**src/rtl/adma_state_machine.sv**
```systemverilog
// adma_state_machine: ADMA2 descriptor sequencer walking a descriptor table and driving fetch/transfer engines
// Ports: CLK/RESET_L (async active-low) clock and reset; start/abort/base_address control;
// fetch_* descriptor read handshake with descriptor input; tfr_* transfer handshake;
// busy/state/xfer_complete/desc_int/adma_error/error_state status to the host register block.
module adma_state_machine #(
  parameter int DESC_BYTES = 8,
  parameter int ERR_CODE_W = 2
) (
  input  logic                  CLK,
  input  logic                  RESET_L,
  input  logic                  start,
  input  logic                  abort,
  input  logic [63:0]           base_address,
  output logic                  fetch_start,
  output logic [63:0]           fetch_address,
  input  logic                  fetch_done,
  input  logic                  fetch_error,
  input  logic [63:0]           descriptor,
  output logic                  tfr_start,
  output logic [63:0]           tfr_address,
  output logic [16:0]           tfr_length,
  input  logic                  tfr_done,
  output logic                  busy,
  output logic [1:0]            state,
  output logic                  xfer_complete,
  output logic                  desc_int,
  output logic                  adma_error,
  output logic [ERR_CODE_W-1:0] error_state
);
  typedef enum logic [1:0] {ST_STOP = 2'd0, ST_FDS = 2'd1, ST_CADR = 2'd2, ST_TFR = 2'd3} state_t;
  state_t                state_q, state_d;
  logic [63:0]           sys_addr_q, sys_addr_d, fetch_address_q, fetch_address_d, tfr_address_q, tfr_address_d;
  logic [52:0]           desc_q, desc_d;
  logic [16:0]           tfr_length_q, tfr_length_d;
  logic [ERR_CODE_W-1:0] error_state_q, error_state_d;
  logic fetch_start_q, fetch_start_d, tfr_start_q, tfr_start_d, xfer_complete_q, xfer_complete_d;
  logic desc_int_q, desc_int_d, adma_error_q, adma_error_d, busy_q, busy_d;
  logic        d_valid, d_end, d_int;
  logic [1:0]  d_act;
  logic [15:0] d_len;
  logic [31:0] d_addr;
  logic [63:0] next_addr;
  logic        unused_bits;
  // Only the decoded fields of a descriptor are kept; reserved bits are dropped at latch time.
  assign unused_bits = ^{descriptor[15:6], descriptor[3]};
  assign {d_addr, d_len, d_act, d_int, d_end, d_valid} = desc_q;
  // A link target replaces the already-incremented address.
  assign next_addr = (d_act == 2'b11) ? {32'b0, d_addr} : sys_addr_q;
  always_comb begin
    state_d         = state_q;
    sys_addr_d      = sys_addr_q;
    desc_d          = desc_q;
    fetch_address_d = fetch_address_q;
    tfr_address_d   = tfr_address_q;
    tfr_length_d    = tfr_length_q;
    error_state_d   = error_state_q;
    fetch_start_d   = 1'b0;
    tfr_start_d     = 1'b0;
    xfer_complete_d = 1'b0;
    desc_int_d      = 1'b0;
    adma_error_d    = 1'b0;
    case (state_q)
      ST_STOP: if (start) begin
        state_d         = ST_FDS;
        sys_addr_d      = base_address;
        error_state_d   = '0;
        fetch_start_d   = 1'b1;
        fetch_address_d = base_address;
      end
      // A done coincident with our own fetch_start pulse belongs to no request of ours.
      ST_FDS: if (fetch_done && !fetch_start_q) begin
        if (fetch_error) begin
          state_d       = ST_STOP;
          adma_error_d  = 1'b1;
          error_state_d = ERR_CODE_W'(1);
        end else begin
          state_d    = ST_CADR;
          desc_d     = {descriptor[63:16], descriptor[5:4], descriptor[2:0]};
          sys_addr_d = sys_addr_q + 64'(DESC_BYTES);
        end
      end
      ST_CADR: if (!d_valid) begin
        state_d       = ST_STOP;
        adma_error_d  = 1'b1;
        error_state_d = ERR_CODE_W'(2);
      end else if (d_act == 2'b10) begin
        state_d       = ST_TFR;
        tfr_start_d   = 1'b1;
        tfr_address_d = {32'b0, d_addr};
        tfr_length_d  = {~|d_len, d_len};
      end else begin
        sys_addr_d      = next_addr;
        desc_int_d      = d_int;
        state_d         = d_end ? ST_STOP : ST_FDS;
        xfer_complete_d = d_end;
        fetch_start_d   = !d_end;
        fetch_address_d = d_end ? fetch_address_q : next_addr;
      end
      ST_TFR: if (tfr_done) begin
        desc_int_d      = d_int;
        state_d         = d_end ? ST_STOP : ST_FDS;
        xfer_complete_d = d_end;
        fetch_start_d   = !d_end;
        fetch_address_d = d_end ? fetch_address_q : sys_addr_q;
      end
      default: state_d = ST_STOP;
    endcase
    if (abort) begin
      state_d         = ST_STOP;
      sys_addr_d      = sys_addr_q;
      desc_d          = desc_q;
      fetch_address_d = fetch_address_q;
      tfr_address_d   = tfr_address_q;
      tfr_length_d    = tfr_length_q;
      error_state_d   = error_state_q;
      fetch_start_d   = 1'b0;
      tfr_start_d     = 1'b0;
      xfer_complete_d = 1'b0;
      desc_int_d      = 1'b0;
      adma_error_d    = 1'b0;
    end
    busy_d = state_d != ST_STOP;
  end
  always_ff @(posedge CLK or negedge RESET_L) begin
    if (!RESET_L) begin
      state_q         <= ST_STOP;
      sys_addr_q      <= '0;
      desc_q          <= '0;
      fetch_address_q <= '0;
      tfr_address_q   <= '0;
      tfr_length_q    <= '0;
      error_state_q   <= '0;
      fetch_start_q   <= 1'b0;
      tfr_start_q     <= 1'b0;
      xfer_complete_q <= 1'b0;
      desc_int_q      <= 1'b0;
      adma_error_q    <= 1'b0;
      busy_q          <= 1'b0;
    end else begin
      state_q         <= state_d;
      sys_addr_q      <= sys_addr_d;
      desc_q          <= desc_d;
      fetch_address_q <= fetch_address_d;
      tfr_address_q   <= tfr_address_d;
      tfr_length_q    <= tfr_length_d;
      error_state_q   <= error_state_d;
      fetch_start_q   <= fetch_start_d;
      tfr_start_q     <= tfr_start_d;
      xfer_complete_q <= xfer_complete_d;
      desc_int_q      <= desc_int_d;
      adma_error_q    <= adma_error_d;
      busy_q          <= busy_d;
    end
  end
  assign state         = state_q;
  assign busy          = busy_q;
  assign fetch_start   = fetch_start_q;
  assign fetch_address = fetch_address_q;
  assign tfr_start     = tfr_start_q;
  assign tfr_address   = tfr_address_q;
  assign tfr_length    = tfr_length_q;
  assign xfer_complete = xfer_complete_q;
  assign desc_int      = desc_int_q;
  assign adma_error    = adma_error_q;
  assign error_state   = error_state_q;
endmodule

```
**config.mk**
```make
export PLATFORM = sky130hd
export DESIGN_NAME = adma_state_machine
export DESIGN_NICKNAME = d
export VERILOG_FILES = /design/src/rtl/adma_state_machine.sv
export SDC_FILE = /design/constraint.sdc
export NUM_CORES = 1
export LEC_CHECK = 0
export ABC_AREA = 1
export CORE_MARGIN = 1.5
export CORE_UTILIZATION = 50
export CTS_CLUSTER_DIAMETER = 200
export DETAILED_ROUTE_END_ITERATION = 10
export HOLD_SLACK_MARGIN = 0.12
export PLACE_DENSITY_LB_ADDON = 0.3
export SLEW_MARGIN = 20
export SYNTH_ARGS = -nofsm -noshare
export SYNTH_HDL_FRONTEND = slang
export SYNTH_SLANG_ARGS = --single-unit
```
**constraint.sdc**
```tcl
create_clock -name CLK -period 2.1 [get_ports CLK]
set_input_delay 0.42 -clock CLK [delete_from_list [all_inputs] [get_ports CLK]]
set_output_delay 0.42 -clock CLK [all_outputs]
set_load 0.03 [all_outputs]
```
# Word-level counts from Yosys, hierarchy flattened
# Cells that the tools add are included.
# op_classes
add_sub_neg,1
multipliers,0
div,0
n_lt_le_gt_ge,0
eq_ne,15
n_shift,0
mux,52
bitwise_logic,2
reduce_logical,14
# op_table
operator,count
$mux W64,11
$pmux W64 S3,2
$add A64 B4 Y64 const B,1
$mux W1,22
$mux W2,11
$ne A2 B2 Y1 const B,10
$reduce_or A16 Y1,1
$eq A2 B2 Y1 const B,4
$pmux W2 S4,1
$reduce_and A4 Y1,2
$reduce_and A8 Y1,1
$reduce_and A7 Y1,1
$pmux W1 S2,3
$pmux W2 S3,1
$reduce_and A6 Y1,1
$reduce_bool A3 Y1,2
$logic_not A1 Y1,3
$pmux W1 S3,1
$eq A2 B1 Y1 const B,1
$logic_not A2 Y1,1
$not A1 Y1,2
$reduce_bool A2 Y1,1
$logic_and A1 B1 Y1,1
# totals
ff_bits,240
latch_bits,0
ramBits,0
rom_bits,0
word_cells,97
n_memories,0

# Depth between registers and ports, before layout
# logic_depth
ltp_word,6
depth_mapped,13
mapped_depth_nobuf,12

# Worst setup path after synthesis
# Ideal clock, no wire load.
# synth_timing
kind,flip-flop to flip-flop
startpoint,"register state_q[0], in the netlist state[0]"
endpoint,"register fetch_address_q[0], in the netlist fetch_address[0]"
arrival_ns,2.046
required_time_ns,2.018
path_slack_ns,-0.028
stages_incl_launch_ff,11
synth_period_minus_slack_ns,2.128
cell_sequence,dfrtp_1 > inv_1 > ha_1 > buf_2 > o21ai_0 > nand4_1 > nor3_1 > buf_2 > buf_4 > nor2_1 > a31oi_1
# synth_between
elab_chain_len,3
# synth_rtl
item,line,source
"start, declared",31,"state_t state_q, state_d;"
"start signal, assigned",140,state_q <= state_d;
$eq A2 B2 Y1 / $logic_not A2 Y1 (equally long branches),62,case (state_q)
$ne A2 B2 Y1 (no line) / $reduce_bool A3 Y1 (equally long branches),n/a,
$reduce_and A8 Y1 (no line),n/a,
"end signal, assigned",143,fetch_address_q <= fetch_address_d;
"end, declared",32,"logic [63:0] sys_addr_q, sys_addr_d, fetch_address_q, fetch_address_d, tfr_address_q, tfr_address_d;"
# Several ways; a longest one is shown, not always the timed one.
# A chain may end at the register's enable or synchronous reset.

# Worst setup path in the final report
# Same ends and word-level chain as after synthesis.

==> flow_summary_export.csv <==
group,metric,value,unit
run_status,status,"completed",
clock_tree,cts_tree,"yes",
worst_setup_path,ff2ff_setup_slack,10,ps
pwr,p_int,16.5,mW
floorplanning,die_area,28300,µm²
detailed_routing,drc,0,
floorplanning,core_area,26900,µm²
sta,period_needed,2090,ps
pwr,p_sw,14.5,mW
layout,nFillCells,2316,
grt,overflow,0,
sta,rsz0062_at_grt,"yes",
pwr,total_power,31.0,mW
worst_setup_path,cp.required,2560,ps
placed_design,hpwl,31800,µm
worst_setup_path,crit_family,"buffers and inverters",
worst_setup_path,crit_path_start,"state[0]",
grt,grt_pass1_wl,69000,µm
floorplanning,die_h,168,µm
sta,skew,9.31,ps
clock_tree,clockBufferDepth,3,
sta,clock.fmax,479,MHz
worst_setup_path,crit_slowest_cell,"dfrtp_2",
grt,antenna_found_initial,1,
sta,hold_viol,0,
hold_path,min_path_type,"primary input to async pin",
worst_setup_path,cp.arrival,2540,ps
clock_tree,cts_root_buffer,"clkbuf_16",
clock_tree,insertion_delay,540,ps
pwr,power_density,1700,nW/µm²
floorplanning,die_x,168,µm
worst_setup_path,crit_chain,"inv_4 > buf_6 > ha_4 > o21ai_2 > nand4_1 > nor3_4 > buf_4 > buf_12 > clkbuf_16 > nor2_1 > a31oi_1",
pwr,p_comb_frac,0.558,
placed_design,io_buffers,246,
layout,drive_above_1_share,0.104,
floorplanning,ios,290,
detailed_routing,antenna_left,0,
worst_setup_path,rr_worst_depth,11,
worst_setup_path,crit_fanout,7,
yosys,avgSynthCellArea,7.17,µm²
worst_setup_path,max_stage_delay,440,ps
clock_tree,htree_levels,1,
layout,final_common_cell,"nand2_1",
sta,hold_ws,384,ps
yosys,yosysWarnings,0,
sta,setup_viol,0,
grt,grt_max_degree,73,
sta,post-route-period-util,0.994,
layout,fin_util,0.679,
floorplanning,start_util,0.508,
run,maxCapViolations,0,
yosys,syn_inst,1904,
worst_setup_path,worstReg2RegStart,"state[0]",
yosys,synth_area,13600,µm²
grt,track_usage,0.304,
worst_setup_path,critical_path_buf_inv_count,5,
detailed_routing,routed_wl,46400,µm
worst_setup_path,start_kind,"flop",
sta,slew_violations,0,
clock_tree,clkTransAtPathRegs,60,ps
worst_setup_path,worstSetupPathType,"flop to flop",
detailed_routing,wl_per_cell,18.2,µm
pwr,leakage,8.48,nW
grt,grt_pass1_vias,13048,
detailed_routing,via_per_inst,5.51,
worst_setup_path,r2r_end,"fetch_address[0]",
yosys,ys_seq_area_frac,0.440,
clock_tree,cts_buffers,27,
floorplanning,rows,60,
detailed_routing,dr.pass1.iters,5,
yosys,yosysUniqueCellTypes,34,
placed_design,finalWeightedCongestion,0.987,
layout,final_cell_mix,"nand2_1, nor2_1, clkdlybuf4s50_1, dfrtp_1, inv_1",
detailed_routing,vias,14024,
pwr,clkPwrFrac,0.150,
clock_tree,cts.sinks,240,
layout,nNetsFinal,2327,
detailed_routing,drt_first_iter_violations,1536,
layout,syn2layout_area_growth,33.8,%
pwr,seq_power_share,0.292,
yosys,ys_ff_latch,240,
worst_setup_path,cp-end-kind,"flop",
pwr,vdd_drop_max,0.000974,V
pwr,swShare,0.469,
==> worst max path at each step <==
stage	to	depth (start not counted)	slack, ps
final	fetch_address[0]	11	10
after global routing	fetch_address[39]	11	-80
after CTS	fetch_address[24]	10	5
after detailed placement	fetch_address[17]	9	10
after global placement	fetch_address[22]	10	-6
after floorplan	fetch_address[0]	10	10
==> power by group through the flow <==
stage / registers (mW) / logic [mW] / clock network, mW
after floorplan: 10.6 / 7.98 / 0
after global placement: 8.88 / 15.2 / 0
after detailed placement: 8.93 / 15.5 / 0
after CTS: 8.90 / 15.6 / 4.71
after global routing: 9.31 / 18.8 / 4.88
final: 9.04 / 17.3 / 4.65
==> state kept, by name (all words and copies together) (netlist names) <==
register and cells:
sys_addr_q 64, desc_int 1, fetch_address 64, tfr_start 1, desc_q 53, state 2
fetch_start 1, tfr_length 17, adma_error 1, tfr_address 32, error_state 2, xfer_complete 1
busy 1
==> logic make-up (layout without fill, tap and decap cells) <==
| family | after synthesis | in the layout | share of synthesized area |
|---|---|---|---|
| AO/OA/AOI/OAI | 374 | 374 | 0.161 |
| AND/OR/NAND/NOR | 976 | 976 | 0.288 |
| XOR/XNOR | 1 | 1 | 0.000642 |
| buffers and inverters | 298 | 567 | 0.0981 |
| adder cells (fa/ha/maj) | 6 | 6 | 0.00550 |
| flip-flops | 240 | 240 | 0.440 |
| other | 1 | 33 | 0.000275 |
| multiplexers | 8 | 8 | 0.00660 |
==> synth_stat cells <==
cell type  instances  share of area
nand2_1          499           0.14
nor2_1           325          0.089
dfrtp_1          240           0.44
inv_1            162          0.045
nand3_1          110          0.040
a21oi_1           90          0.033
o21ai_0           75          0.028
a22oi_1           65          0.036
a31oi_1           64          0.029
o21ai_1           48          0.018
buf_4             42          0.023
clkbuf_1          41          0.011
buf_2             32          0.012
o211ai_1          14         0.0077
o21bai_1          14         0.0077
nand4_1           12         0.0055
inv_2             10         0.0028
buf_1              8         0.0022
nor2_2             7         0.0032
ha_1               6         0.0055
mux2_1             6         0.0050
nand2_2            6         0.0028
nor2_4             5         0.0041
nor4_1             5         0.0023
nor3_1             4         0.0015
buf_6              3         0.0025
o22ai_1            3         0.0014
mux2_2             2         0.0017
a21oi_2            1        0.00064
conb_1             1        0.00027
nand3_2            1        0.00073
nand3b_1           1        0.00055
or2_2              1        0.00046
xor2_1             1        0.00064
==> metrics by stage <==
step	instance area [µm²]	setup WS, ps	instances	TNS (ps)
after CTS	17700	5.00	2524	0
after detailed placement	16800	11.9	2476	0
final	18300	13.3	2546	0
after global placement	16800	-5.95	2476	-48.7
after global routing	18300	-78.2	2546	-3270
after floorplan	13800	9.56	1935	0
==> repair_timing <==
item / in CTS / in global routing
endpoints found under the setup margin: 9 / 83
hold buffers: 1 / 0
buffers inserted: 0 / 7
gates cloned: 0 / 14
gates resized for setup: 3 / 78
hold endpoints to repair: 44 / 0
pin swaps: 0 / 5
==> layer usage <==
metal | GRT usage | vias up | part of all wire
met2 | 0.490 | 616 | 0.46
met1 | 0.408 | 6584 | 0.41
met4 | 0.104 | 0 | 0.038
met3 | 0.0625 | 101 | 0.088
met5 | 0 | - | 0
li1 | - | 6723 | -
==> final cells by class <==
| type | count | area (µm²) | share of cell area |
|---|---|---|---|
| multi-input combinational | 1397 | 6640 | 0.363 |
| sequential | 240 | 6010 | 0.329 |
| timing repair buffer | 348 | 3670 | 0.201 |
| clock buffer | 38 | 787 | 0.0431 |
| inverter | 172 | 648 | 0.0355 |
| tap | 341 | 427 | 0.0234 |
| clock inverter | 9 | 80.1 | 0.00439 |
| antenna | 1 | 2.50 | 0.000137 |
(Power assumes the default switching activity.)
